<file path="src/rtl/fifo_rd_pkg.sv">
// Shared types and sizing for the FIFO burst reader and its skid buffer.
package fifo_rd_pkg;

    typedef enum logic [1:0] {
        IDLE  = 2'd0,
        DRAIN = 2'd1,
        DONE  = 2'd2
    } rd_state_e;

    localparam int SKID_DEPTH = 2;
    // Wide enough to hold occupancy 0..SKID_DEPTH.
    localparam int CREDW = $clog2(SKID_DEPTH + 1);

endpackage

</file>
<file path="src/rtl/fifo_rd_skid.sv">
// Two-entry skid buffer between the FIFO read port and the output stream; head entry drives the stream.
// No internal latency beyond the register stage; the caller's credit logic guarantees no push when full.
module fifo_rd_skid
    import fifo_rd_pkg::*;
#(
    parameter int BUSW = 32
) (
    input  logic             clk_i,
    input  logic             rst_i,
    input  logic             push_i,
    input  logic [BUSW-1:0]  push_dat_i,
    input  logic             pop_i,
    output logic             vld_o,
    output logic [BUSW-1:0]  dat_o,
`ifdef FIFO_RD_PARITY_EN
    output logic             par_o,
`endif
    output logic [CREDW-1:0] occ_o
);

    logic [BUSW-1:0]  head_q, head_d;
    logic [BUSW-1:0]  tail_q, tail_d;
    logic [CREDW-1:0] occ_q, occ_d;
`ifdef FIFO_RD_PARITY_EN
    logic             par_q;
`endif

    always_comb begin
        head_d = head_q;
        tail_d = tail_q;
        occ_d  = occ_q;
        case ({push_i, pop_i})
            2'b10: begin
                if (occ_q == '0) head_d = push_dat_i;
                else             tail_d = push_dat_i;
                occ_d = occ_q + 1'b1;
            end
            2'b01: begin
                if (occ_q == CREDW'(SKID_DEPTH)) head_d = tail_q;
                occ_d = occ_q - 1'b1;
            end
            2'b11: begin
                // Occupancy unchanged; the new word lands behind whatever is left.
                if (occ_q == CREDW'(1)) begin
                    head_d = push_dat_i;
                end else begin
                    head_d = tail_q;
                    tail_d = push_dat_i;
                end
            end
            default: ;
        endcase
    end

    always_ff @(posedge clk_i or posedge rst_i) begin
        if (rst_i) begin
            head_q <= '0;
            tail_q <= '0;
            occ_q  <= '0;
`ifdef FIFO_RD_PARITY_EN
            par_q  <= 1'b0;
`endif
        end else begin
            head_q <= head_d;
            tail_q <= tail_d;
            occ_q  <= occ_d;
`ifdef FIFO_RD_PARITY_EN
            par_q  <= ^head_d;
`endif
        end
    end

    assign vld_o = (occ_q != '0);
    assign dat_o = head_q;
    assign occ_o = occ_q;
`ifdef FIFO_RD_PARITY_EN
    assign par_o = par_q;
`endif

endmodule

</file>
<file path="src/rtl/fifo_burst_reader.sv">
// Drains up to burst_len words from the FIFO and replays them on a valid/ready stream at 1 word/clk.
// First beat 3 clocks after start; m_ready low stalls pulls once the skid is full. Option: FIFO_RD_PARITY_EN.
module fifo_burst_reader
    import fifo_rd_pkg::*;
#(
    parameter int BUSW = 32,
    parameter int LENW = 8
) (
    input  logic            clk,
    input  logic            rst,
    input  logic            start,
    input  logic [LENW-1:0] burst_len,
    input  logic            abort,
    output logic            busy,
    output logic            done,
    output logic [LENW-1:0] words_out,
    output logic            pull,
    input  logic            empty,
    input  logic [BUSW-1:0] dataout,
    output logic            m_valid,
    input  logic            m_ready,
    output logic [BUSW-1:0] m_data
`ifdef FIFO_RD_PARITY_EN
    ,
    output logic            m_parity
`endif
);

    localparam logic [CREDW:0] SKID_FULL = (CREDW + 1)'(SKID_DEPTH);

    rd_state_e        state_q;
    logic [LENW-1:0]  rem_q;
    logic [LENW-1:0]  words_q;
    logic             abort_q;
    logic             inflight_q;

    logic [CREDW-1:0] occ;
    logic [CREDW:0]   fill;
    logic             pop;
    logic             credit;
    logic             abort_l;
    logic             drain_end;

    assign pop     = m_valid & m_ready;
    assign fill    = {1'b0, occ} + {{CREDW{1'b0}}, inflight_q};
    // A pop this cycle frees the slot the word issued now will need two cycles later.
    assign credit  = (fill < SKID_FULL) | ((fill == SKID_FULL) & pop);
    assign abort_l = abort_q | abort;

    assign pull = (state_q == DRAIN) & ~empty & (rem_q != '0) & ~abort_l & credit;
    assign drain_end = ((rem_q == '0) | abort_l) & ~inflight_q & (occ == '0);

    always_ff @(posedge clk or posedge rst) begin
        if (rst) begin
            state_q    <= IDLE;
            rem_q      <= '0;
            words_q    <= '0;
            abort_q    <= 1'b0;
            inflight_q <= 1'b0;
        end else begin
            inflight_q <= pull;
            if (pop && (words_q != '1)) words_q <= words_q + 1'b1;
            case (state_q)
                IDLE: begin
                    abort_q <= 1'b0;
                    if (start) begin
                        rem_q   <= burst_len;
                        words_q <= '0;
                        state_q <= (burst_len == '0) ? DONE : DRAIN;
                    end
                end
                DRAIN: begin
                    if (abort) abort_q <= 1'b1;
                    if (pull)  rem_q   <= rem_q - 1'b1;
                    if (drain_end) state_q <= DONE;
                end
                DONE: begin
                    abort_q <= 1'b0;
                    state_q <= IDLE;
                end
                default: state_q <= IDLE;
            endcase
        end
    end

    assign busy      = (state_q != IDLE);
    assign done      = (state_q == DONE);
    assign words_out = words_q;

    fifo_rd_skid #(.BUSW(BUSW)) u_skid (
        .clk_i      (clk),
        .rst_i      (rst),
        .push_i     (inflight_q),
        .push_dat_i (dataout),
        .pop_i      (pop),
        .vld_o      (m_valid),
        .dat_o      (m_data),
`ifdef FIFO_RD_PARITY_EN
        .par_o      (m_parity),
`endif
        .occ_o      (occ)
    );

endmodule

</file>
<file path="config.mk">
export PLATFORM = sky130hd
export DESIGN_NAME = fifo_burst_reader
export DESIGN_NICKNAME = d
export VERILOG_FILES = /design/src/rtl/fifo_rd_pkg.sv /design/src/rtl/fifo_rd_skid.sv /design/src/rtl/fifo_burst_reader.sv
export SDC_FILE = /design/constraint.sdc
export NUM_CORES = 1
export LEC_CHECK = 0
export ABC_CLOCK_PERIOD_IN_PS = 4160
export CAP_MARGIN = 20
export CORE_ASPECT_RATIO = 0.75
export CORE_MARGIN = 2
export CORE_UTILIZATION = 50
export DETAILED_ROUTE_END_ITERATION = 10
export PLACE_DENSITY = 0.79
export SYNTH_ARGS = -nofsm -noshare
export SYNTH_HDL_FRONTEND = slang
export SYNTH_SLANG_ARGS = --single-unit
</file>
<file path="constraint.sdc">
create_clock -name clk -period 4.16 [get_ports clk]
set_input_delay 1.248 -clock clk [delete_from_list [all_inputs] [get_ports clk]]
set_output_delay 1.248 -clock clk [all_outputs]
set_load 0.01 [all_outputs]
</file>
=== Word-level counts from Yosys, hierarchy flattened ===
Index checks and enable logic that the tools add are counted.

* Output and inout bits: 44
* Input port bits: 46
* Bits in writable memories: 0
* Bits in latches: 0
* Word-level logic and storage cells: 84
* Memories: 0
* Flip-flop bits (word level): 86
* Bits in read-only memories: 0

* Add/subtract/negate cells: 5
* Shift-type cells: 0
* Reductions and logical operators: 19
* $lt $le $gt $ge: 1
* Equal/unequal tests: 17
* Bitwise operators: 14
* Divide/modulo/power cells: 0
* Multiply operators: 0
* Multiplexer cells: 20

{| class="wikitable"
|+ Operator list
! kind !! count
|-
| 32-bit two-way mux || 5
|-
| 32-bit one-hot mux with 3 select lines || 1
|-
| 32-bit one-hot mux with 2 select lines || 1
|-
| 8-bit two-way mux || 5
|-
| 8-bit logical NOT || 2
|-
| 8-bit one-hot mux with 2 select lines || 1
|-
| 2-bit != test (second input constant) || 7
|-
| 2-bit nonzero test || 6
|-
| 3-bit AND reduction || 3
|-
| 8-bit by 1-bit adder with 8-bit output (second input constant) || 1
|-
| 1-bit bitwise AND || 8
|-
| 2-bit equality test (second input constant) || 4
|-
| 8-bit != test (second input constant) || 1
|-
| 2-bit one-hot mux with 2 select lines || 2
|-
| 8-bit nonzero test || 1
|-
| 8-bit by 1-bit subtractor with 8-bit output (second input constant) || 1
|-
| 2-bit by 1-bit equality test with 1-bit output (second input constant) || 3
|-
| 2-bit two-way mux || 3
|-
| 2-bit logical NOT || 2
|-
| 2-bit AND reduction || 2
|-
| 2-bit by 1-bit adder with 3-bit output || 1
|-
| 3-bit by 2-bit equality test with 1-bit output (second input constant) || 1
|-
| 3-bit by 2-bit less-than comparator with 1-bit output (second input constant) || 1
|-
| 1-bit NOT || 3
|-
| other kinds (9) || 11
|}

=== Depth between registers and ports, before layout ===
Gate-level depths: netlist (run 1).

* Depth after elaboration: 7
* Gate-level depth with buffers: 11

=== Hierarchy ===
Synthesis (run 1) repeated with hierarchy kept, for this count alone.

* Cell total of the unflattened synthesis: 417
* Area, all modules: 4,605.7 um2

{| class="wikitable"
|+ By module, submodules not included
! module !! cells an instance !! times used !! sequential area each (um2) !! area each (um2)
|-
| fifo_rd_skid || 282 || 1 || 1,651.6 || 3,280.6
|-
| fifo_burst_reader || 135 || 1 || 500.5 || 1,325.0
|}

=== Worst setup path before layout (run 1) ===
OpenSTA, ideal clock, no wires.

* Path type: input port to output port
* Start: input port empty
* End: output port pull
* Slack: 1.011 ns
* Stages on the path: 4
* Arrival: 1.901 ns
* Required time: 2.912 ns
* Cells stage by stage: and4bb_2 a41o_1 nand2_2 inv_2

* Longest elaborated chain between the ends: 5

{| class="wikitable"
|+ Ends and longest elaborated chain
! what !! RTL line !! text
|-
| start: declaration || fifo_burst_reader.sv:18 || <nowiki>input logic empty,</nowiki>
|-
| 1-bit NOT || fifo_burst_reader.sv:50 || <nowiki>assign pull = (state_q == DRAIN) & ~empty & (rem_q != '0) & ~abort_l & credit;</nowiki>
|-
| 1-bit bitwise AND (4 in series) || fifo_burst_reader.sv:50 ||
|-
| end: declaration || fifo_burst_reader.sv:17 || <nowiki>output logic pull,</nowiki>
|}

Every way passes these cells.

=== Final worst setup path (run 1) ===
Same ends and word-level chain as after synthesis.

==> results.tsv, run 1 <==
stage	metric	value	unit
status	status	completed	
logic_synthesis	top cells by area, synth	dfrtp_1, mux2_2, a22oi_1, a21oi_1, nor2_1	
setup_path	CP max FO	3	
floorplanning	row count	28	
global_routing	global-route wire length before repair	14100	um
timing	Max Clock Skew	0.0153	ns
cts	Longest Clk Path Bufs	2	
placed_design	post-DP HPWL	6170	um
route	detailed-route DRC error count	0	
timing	RSZ-0062 raised after global routing	no	
route	drt wl/cell	15.3	um
worst_hold_path	Hold Crit Class	reg -> reg	
cts	Worst-Skew Late Latency	0.35	ns
logic_synthesis	Post-Syn Area	4070	sq um
route	vias per cell	5.61	
cts	clock slew at reported path FFs	0.08	ns
setup_path	slowest cell on the critical path	clkdlybuf4s50_1	
timing	FMAX	244	MHz
timing	Tmin final	4.09	ns
cts	clk root buf	clkbuf_8	
timing	Setup TNS	0	ns
floorplanning	initial core utilization	0.516	
cts	CTS tree	done	
floorplanning	die height	82.1	um
global_routing	pin count of the biggest net entering global routing	65	
placed_design	Placed Cells	554	
setup_path	Arrival @ worst endpoint	2.84	ns
floorplanning	die area	8880	sq um
cts	hold_buf cts	0	
logic_synthesis	dominant cell type by area after synthesis	dfrtp_1	
cts	CTS buffer count	9	
final_layout	fill count	617	
cts	setup bufs post-CTS	0	
final_layout	Final Instance Count excl. Fillers	570	
timing	final hold violations	0	
route	Routed WL	8730	um
logic_synthesis	register bit total from synthesis	86	
route	Final ANT Viol Nets	0	
setup_path	Worst Setup Start Kind	input port	
run	maxcap violations	0	
timing	slew at the pin with the worst max-slew slack	0.723	ns
logic_synthesis	post-synthesis sequential area ratio	0.529	
route	Vias	3197	
logic_synthesis	YS warnings	0	
route	Detailed Routing Iterations Pass 1	5	
power_and_ir_drop	Power Dens Cells	736	nW/um^2
setup_path	Cell Chain, Critical Path	clkdlybuf4s50_1 > and4bb_2 > a41o_1 > nand2_2 > inv_2 > clkdlybuf4s50_1	
logic_synthesis	Synth cell types	49	
placed_design	port bufs	89	
final_layout	Final nets	518	
route	Initial DRC Count	141	
cts	CTS H-tree lvls	3	
timing	relative slew slack	0.518	
setup_path	nature of the critical path endpoint	output pin	
timing	Final setup viols	0	
power_and_ir_drop	P_leak	2.23	nW
logic_synthesis	Gate Count Post-Synth	369	
floorplanning	Top Ports	90	
setup_path	Crit Path Class	in -> out	
global_routing	grt total ovfl	0	
final_layout	area grow syn2layout	30.9	%
timing	final-report max-slew violation count	0	
logic_synthesis	synthesized area per cell	11.0	sq um
cts	CTS sink count	86	
logic_synthesis	Synth top area share	0.529	
timing	Final period util	0.983	
global_routing	Total GRT Usage	0.203	
final_layout	share of cells above drive strength 1	0.140	
logic_synthesis	post-synthesis net count	427	
global_routing	initial antenna violation count	0	
floorplanning	core outline area	7880	sq um
global_routing	vias in the first global route	2997	
floorplanning	width of the die	108	um
placed_design	gpl congestion	0.941	
final_layout	ANT cells	0	
setup_path	Worst Path Required	2.91	ns
cts	post_cts resized	0	
power_and_ir_drop	IR drop worst, VDD	0.000327	V
setup_path	Crit path top cell by count	clkdlybuf4s50_1	
setup_path	CP max stage delay	0.53	ns
-- cells by family after synthesis --
group,count (synthesis),share of synthesized area
buffers and inverters,32,0.0332
xor gates and xnor gates,6,0.0129
AOI/OAI and AO/OA,107,0.186
and+or+nand+nor,92,0.109
muxes,34,0.0935
DFF,86,0.529
adders and majority gates,12,0.0369
-- final cells by class --
| class | instances | area (sq um) | share of cell area |
|---|---|---|---|
| Clock inverter | 6 | 68.8 | 0.0129 |
| Tap cell | 105 | 131 | 0.0247 |
| Timing Repair Buffer | 98 | 996 | 0.187 |
| Multi-Input combinational cell | 251 | 1800 | 0.337 |
| Clock buffer | 10 | 128 | 0.0240 |
| Inverter | 14 | 53.8 | 0.0101 |
| Sequential cell | 86 | 2150 | 0.404 |
-- flip-flops by register name, indices dropped and copies added (netlist names) --
name	flops
words_out	8
abort_q	1
u_skid.occ_o	2
state_q	2
u_skid.dat_o	32
inflight_q	1
rem_q	8
u_skid.tail_q	32
-- through the flow --
step / setup slack (ns) / cell area (sq um) / hold slack, ns / power (mW) / utilization
finish: 0.0698 / 5330 / 0.501 / 3.92 / 0.676
global route: 0.0244 / 5330 / 0.523 / 4.23 / 0.676
CTS: 0.0603 / 5330 / 0.504 / 3.96 / 0.676
detailed placement: 0.0649 / 5130 / 0.484 / 3.37 / 0.651
global placement: 0.102 / 5130 / 0.474 / 3.29 / 0.651
floorplan: 0.690 / 4070 / 0.465 / 2.63 / -
-- metal layers --
layer	track usage	share of wire	wire length (um)
met3	0.0495	0.068	594
met1	0.274	0.44	3830
met4	0.0641	0.0094	82
met2	0.329	0.48	4220
met5	0	0	0
-- report_power, final --
group          switching (mW)  internal, mW  total [mW]
registers               0.270          1.24        1.51
logic                   0.893         0.938        1.83
clock network           0.297         0.282       0.579
-- worst max-delay path, delay by kind of cell --
kind | cells | cell delay, ns
AO/OA/AOI/OAI | 1 | 0.15
buffers and inverters | 3 | 1.04
AND/OR/NAND/NOR | 2 | 0.40
-- synth_stat cells (all sizes together) --
cell,count
a311o,1
a22oi,33
nand2b,1
nand3,2
clkbuf,8
ha,12
o211ai,5
nor2,48
or3,1
a221o,1
xor2,3
a21oi,39
nand2,14
a211oi,2
a41oi,1
nor4,1
mux2,32
and4bb,1
o2111ai,1
xnor2,3
a311oi,1
o22ai,3
o21a,2
mux2i,2
a21o,1
or4,2
and2,3
a2bb2oi,1
a41o,1
dfrtp,86
o21ai,8
buf,10
o221ai,2
nor2b,4
nor3,5
nand3b,2
and3,2
inv,14
nand4,4
nor3b,2
a221oi,4
a31oi,1
-- worst paths after layout --
kind / start / endpoint / slack [ns] / cells after the start
hold / removal: u_skid.tail_q[2]$_DFFE_PP0P_ / u_skid.tail_q[2]$_DFFE_PP0P_ / 0.50 / 1
setup reg to reg: u_skid.occ_o[0]$_DFFE_PP0P_ / u_skid.tail_q[3]$_DFFE_PP0P_ / 1.59 / 11
setup / recovery: empty / pull / 0.07 / 6
min in group asynchronous: rst / u_skid.dat_o[30]$_DFFE_PP0P_ / 1.32 / 2
hold reg to reg: u_skid.tail_q[2]$_DFFE_PP0P_ / u_skid.tail_q[2]$_DFFE_PP0P_ / 0.50 / 1
max in group asynchronous: rst / u_skid.dat_o[15]$_DFFE_PP0P_ / 2.16 / 3
-- placed cells by master (no fill, tap or decap), types with 3 or more instances in the layout --
master and n:
a21oi_1 38, a221oi_2 3, a22oi_1 33, and2_1 3, buf_12 3, buf_4 6, clkbuf_8 9, clkdlybuf4s50_1 89
dfrtp_1 86, ha_1 12, inv_1 10, inv_2 3, mux2_1 8, mux2_2 24, nand2_1 13, nand4_1 4
nor2_1 48, nor2b_1 4, nor3_1 5, o211ai_1 5, o21ai_0 6, o22ai_1 3, xnor2_1 3, xor2_1 3
(Power assumes the default switching activity.)
==> run 2: changes to the inputs <==
==> constraint.sdc (replaced) <==
create_clock -name clk -period 4.16 [get_ports clk]
set_input_delay 1.248 -clock clk [delete_from_list [all_inputs] [get_ports clk]]
set_output_delay 1.248 -clock clk [all_outputs]
set_load 0.005 [all_outputs]
==> run 2 against run 1 <==
Effect of this change:
- routed wire length is 2.3% higher
- first-iteration DRC count increased by 7.1%
- non-clock buffer count shrank 1
- total power up 0.22%
- die area unchanged
- sequential power is essentially flat
- sequential share of layout area decreased by 0.19 points
- critical endpoint unchanged
==> results.tsv, run 2 (synthesis gave the netlist of run 1 again) <==
stage	metric	value	unit	change
route	DR top layer	met4		
setup_path	CP max FO	3		unchanged
setup_path	Worst Path Required	2.91	ns	about the same
global_routing	Total GRT Usage	0.211		+0.00763
placed_design	post-DP HPWL	6210	um	+0.57%
floorplanning	Top Ports	90		unchanged
floorplanning	initial core utilization	0.516		unchanged
route	detailed-route DRC error count	0		unchanged
placed_design	gpl congestion	0.937		-0.40%
route	M1 WL	4080	um	+6.7%
cts	Worst-Skew Late Latency	0.35	ns	about the same
timing	Final setup viols	0		unchanged
cts	Longest Clk Path Bufs	2		unchanged
final_layout	Final Instance Count excl. Fillers	569		-0.18%
floorplanning	row count	28		unchanged
global_routing	global-route wire length before repair	14800	um	+4.6%
setup_path	Worst Setup Start Kind	input port		
power_and_ir_drop	Power Dens Cells	734	nW/um^2	-0.25%
setup_path	Crit Path Class	in -> out		
timing	final hold violations	0		unchanged
setup_path	nature of the critical path endpoint	output pin		
route	DR WL met2	4290	um	+1.5%
timing	final-report max-slew violation count	0		unchanged
final_layout	share of cells above drive strength 1	0.140		+0.000301
route	Vias	3202		+0.16%
cts	hold_buf cts	0		unchanged
cts	CTS H-tree lvls	3		unchanged
route	Final ANT Viol Nets	0		unchanged
placed_design	placed cell areas	5120	sq um	-0.15%
final_layout	Final nets	517		-0.19%
floorplanning	die area	8880	sq um	unchanged
route	vias per cell	5.63		+0.33%
timing	FMAX	247	MHz	+1.2%
final_layout	area grow syn2layout	31.5	%	
placed_design	Placed Cells	553		-0.18%
floorplanning	die height	82.1	um	unchanged
cts	CTS tree	done		
placed_design	port bufs	89		unchanged
run	maxcap violations	0		unchanged
final_layout	commonest non-fill, non-tap cell in the layout	clkdlybuf4s50_1		
final_layout	design area	5350	sq um	+0.47%
floorplanning	core outline area	7880	sq um	unchanged
cts	clock slew at reported path FFs	0.09	ns	about the same
timing	slew at the pin with the worst max-slew slack	0.736	ns	+0.0129 ns
cts	CTS sink count	86		unchanged
power_and_ir_drop	IR drop worst, VDD	0.000361	V	+10%
global_routing	grt total ovfl	0		unchanged
global_routing	vias in the first global route	3020		+0.77%
route	Initial DRC Count	151		+7.1%
timing	Max Clock Skew	0.0149	ns	-0.000429 ns
power_and_ir_drop	P_leak	2.24	nW	+0.46%
cts	setup bufs post-CTS	0		unchanged
setup_path	Arrival @ worst endpoint	2.79	ns	-0.05 ns
cts	post_cts resized	0		unchanged
route	Detailed Routing Iterations Pass 1	4		-1
final_layout	ANT cells	0		unchanged
timing	RSZ-0062 raised after global routing	no		
timing	Tmin final	4.04	ns	-0.0496 ns
cts	CTS buffer count	9		unchanged
final_layout	commonest cells after routing, fill and taps aside	clkdlybuf4s50_1, dfrtp_1, nor2_1		
floorplanning	width of the die	108	um	unchanged
timing	relative slew slack	0.509		-0.00864
timing	Setup TNS	0	ns	unchanged
global_routing	pin count of the biggest net entering global routing	65		unchanged
global_routing	initial antenna violation count	0		unchanged
route	drt wl/cell	15.7	um	+2.5%
timing	Final period util	0.971		-0.0119
timing	Hold Slack	0.495	ns	-0.00574 ns
status	status	completed		
route	met3 WL post-DR	531	um	-11%
worst_hold_path	Hold Crit Class	reg -> reg		
route	Routed WL	8930	um	+2.3%
final_layout	post-layout util	0.679		+0.00317
cts	clk root buf	clkbuf_8		
==> run 2: cell types whose count changed in the layout (fill, tap and decap cells not counted) <==
| cell | delta |
|---|---|
| buf_4 | -1 |
| bufinv_16 | +1 |
| clkbuf_1 | -1 |
| clkinv_2 | -1 |
| inv_8 | +1 |
==> run 2: worst max-delay path: stages <==
cell             delay [ns]
clkdlybuf4s50_1        0.42
and4bb_2               0.32
a41o_1                 0.15
nand2_2                0.08
inv_2                  0.08
clkdlybuf4s50_1        0.49
==> run 2: layout make-up <==
| cell class | count | area [sq um] |
|---|---|---|
| fillers | 614 | 2530 |
| inverters | 14 | 53.8 |
| flip-flops and latches | 86 | 2150 |
| repair buffers | 97 | 988 |
| clock inverters | 7 | 105 |
| clock buffers | 9 | 124 |
| well taps | 105 | 131 |
| multi-input cells | 251 | 1800 |
==> run 2: layer usage <==
metal / global-route usage / up-vias
met5: 0 / -
met4: 0.0474 / 0
met3: 0.0526 / 4
met2: 0.338 / 95
met1: 0.294 / 1581
li1: - / 1522
==> run 2: stage by stage <==
stage / setup slack (ns) / total power, mW
finish: 0.119 / 3.93
global route: 0.0611 / 4.23
CTS: 0.119 / 3.96
detailed placement: 0.124 / 3.29
global placement: 0.136 / 3.21
floorplan: 0.690 / 2.55
==> run 2: worst paths after layout <==
check	startpoint	to	slack (ns)	depth (start not counted)
max	empty	pull	0.12	6
min	u_skid.tail_q[2]$_DFFE_PP0P_	u_skid.tail_q[2]$_DFFE_PP0P_	0.49	1
max reg2reg	u_skid.occ_o[0]$_DFFE_PP0P_	u_skid.tail_q[31]$_DFFE_PP0P_	1.56	11
min reg2reg	u_skid.tail_q[2]$_DFFE_PP0P_	u_skid.tail_q[2]$_DFFE_PP0P_	0.49	1
max in group asynchronous	rst	u_skid.dat_o[9]$_DFFE_PP0P_	2.15	3
min in group asynchronous	rst	u_skid.tail_q[30]$_DFFE_PP0P_	1.32	2
==> run 2: report_power, final <==
part           internal [mW]  switching, mW
Sequential              1.24          0.271
Combinational          0.927          0.829
Clock                  0.348          0.315
Total                   2.51           1.42
==> run 3: changes to the inputs <==
--- a/config.mk
+++ b/config.mk
@@ -11,7 +11,7 @@
 export CORE_MARGIN = 2
 export CORE_UTILIZATION = 50
 export DETAILED_ROUTE_END_ITERATION = 10
-export PLACE_DENSITY = 0.79
+export DONT_BUFFER_PORTS = 1
 export SYNTH_ARGS = -nofsm -noshare
 export SYNTH_HDL_FRONTEND = slang
 export SYNTH_SLANG_ARGS = --single-unit
==> run 3 against run 2 <==
Effect of this change:
- worst setup slack better by 0.77 ns
- first-iteration DRC count is 2.6% lower
- clock skew is 0.0035 ns lower
- fmax is 23% higher
- largest cell class unchanged
- clock power is 17% lower
- worst hold slack better by 0.0021 ns
- routed wire length is 2.3% lower
- clock-buffer cell count is 2 higher
- final area is 18% lower
- total power is 13% lower
- via count is 10% lower
- critical path type is now reg -> out
==> results.tsv, run 3 (synthesis gave the netlist of run 1 again) <==
stage	metric	value	unit	change
status	status	completed		
cts	CTS H-tree lvls	3		unchanged
floorplanning	core outline area	7880	sq um	unchanged
timing	Final period util	0.787		-0.184
floorplanning	die area	8880	sq um	unchanged
cts	clk root buf	clkbuf_8		
timing	FMAX	305	MHz	+23%
cts	post_cts resized	0		unchanged
timing	final hold violations	0		unchanged
final_layout	fill count	681		+11%
route	Routed WL	8730	um	-2.3%
setup_path	Worst Path Required	2.91	ns	about the same
timing	RSZ-0062 raised after global routing	no		
cts	CTS sink count	86		unchanged
worst_hold_path	Hold Crit Class	reg -> reg		
route	drt wl/cell	18.3	um	+16%
global_routing	global-route wire length before repair	14000	um	-4.9%
cts	CTS tree	done		
setup_path	FF-to-FF path depth	9		-2
route	Detailed Routing Iterations Pass 1	4		unchanged
global_routing	Total GRT Usage	0.207		-0.00429
floorplanning	width of the die	108	um	unchanged
power_and_ir_drop	Power Dens Cells	774	nW/um^2	+5.5%
floorplanning	Top Ports	90		unchanged
global_routing	vias in the first global route	2741		-9.2%
timing	Setup TNS	0	ns	unchanged
final_layout	share of cells above drive strength 1	0.166		+0.0261
floorplanning	initial core utilization	0.516		unchanged
cts	hold_buf cts	0		unchanged
timing	Final setup viols	0		unchanged
placed_design	port bufs	0		-100%
global_routing	pin count of the biggest net entering global routing	65		unchanged
setup_path	CP max FO	10		+7
timing	final-report max-slew violation count	0		unchanged
route	Initial DRC Count	147		-2.6%
final_layout	commonest non-fill, non-tap cell in the layout	dfrtp_1		
cts	Worst-Skew Late Latency	0.36	ns	about the same
placed_design	gpl congestion	0.867		-7.4%
timing	slew at the pin with the worst max-slew slack	0.923	ns	+0.187 ns
route	detailed-route DRC error count	0		unchanged
route	Final ANT Viol Nets	0		unchanged
floorplanning	die height	82.1	um	unchanged
run	maxcap violations	0		unchanged
global_routing	initial antenna violation count	0		unchanged
placed_design	post-DP HPWL	5960	um	-4.0%
final_layout	ANT cells	0		unchanged
cts	setup bufs post-CTS	0		unchanged
timing	Hold Slack	0.497	ns	+0.00206 ns
final_layout	area grow syn2layout	7.84	%	
route	Vias	2869		-10%
setup_path	Arrival @ worst endpoint	2.03	ns	-0.76 ns
timing	Max Clock Skew	0.0114	ns	-0.00345 ns
worst_hold_path	hold path depth	1		unchanged
power_and_ir_drop	P_leak	1.86	nW	-17%
setup_path	Worst Setup Start Kind	register		
cts	CTS buffer count	9		unchanged
global_routing	grt total ovfl	0		unchanged
setup_path	Crit Path Class	reg -> out		
final_layout	commonest cells after routing, fill and taps aside	dfrtp_1, nor2_1, a21oi_1		
timing	relative slew slack	0.382		-0.127
cts	Longest Clk Path Bufs	2		unchanged
timing	Tmin final	3.27	ns	-0.767 ns
route	vias per cell	6.00		+6.7%
cts	clock slew at reported path FFs	0.08	ns	about the same
setup_path	nature of the critical path endpoint	output pin		
final_layout	Final nets	426		-18%
floorplanning	row count	28		unchanged
power_and_ir_drop	IR drop worst, VDD	0.000328	V	-9.0%
==> run 3: metrics by stage <==
| step | std cells | setup slack, ns | instance area (sq um) | power (mW) | utilization |
|---|---|---|---|---|---|
| 3_5_place_dp | 462 | 0.914 | 4200 | 2.88 | 0.533 |
| 4_1_cts | 478 | 0.868 | 4390 | 3.43 | 0.557 |
| 6_report | 478 | 0.887 | 4390 | 3.40 | 0.557 |
| 5_1_grt | 478 | 0.741 | 4390 | 3.69 | 0.557 |
| 3_3_place_gp | 462 | 0.977 | 4200 | 2.82 | 0.533 |
| 2_1_floorplan | 369 | 0.690 | 4070 | 2.55 | - |
==> run 3: area by class of cell <==
class | instances | area, sq um | share of cell area
inverter | 14 | 53.8 | 0.0123
clock inverter | 5 | 42.5 | 0.00969
tap | 105 | 131 | 0.0299
multi-input combinational | 251 | 1800 | 0.409
clock buffer | 11 | 141 | 0.0322
sequential | 86 | 2150 | 0.490
timing repair buffer | 6 | 70.1 | 0.0160
==> run 3: worst max-delay path, cell delays in order, from the launching register on <==
cell	delay (ns)
dfrtp_1	0.43
inv_1	0.09
ha_1	0.25
inv_2	0.14
nand2_1	0.10
inv_2	0.16
a41o_1	0.25
nand2_2	0.13
inv_2	0.12
==> run 3: where the power goes <==
group,internal [mW],switching (mW)
Combinational,0.572,0.732
Clock,0.239,0.308
Sequential,1.24,0.307
Total,2.05,1.35
==> run 3: final timing paths <==
check                                                  start                             to  slack, ns
min in group asynchronous                                rst    u_skid.dat_o[1]$_DFFE_PP0P_       0.88
worst max-delay path             u_skid.occ_o[0]$_DFFE_PP0P_                           pull       0.89
max in group asynchronous                                rst         words_out[7]$_DFF_PP0_       2.37
worst max register to register   u_skid.occ_o[0]$_DFFE_PP0P_  u_skid.tail_q[11]$_DFFE_PP0P_       1.28
worst min register to register  u_skid.tail_q[1]$_DFFE_PP0P_   u_skid.tail_q[1]$_DFFE_PP0P_       0.50
worst min-delay path            u_skid.tail_q[1]$_DFFE_PP0P_   u_skid.tail_q[1]$_DFFE_PP0P_       0.50
==> run 3: metal layers <==
layer	GRT usage	vias up	wire [um]
li1	-	1339	-
met1	0.294	1421	4130
met2	0.292	95	3680
met3	0.0785	14	795
met4	0.0628	0	125
met5	0	-	0
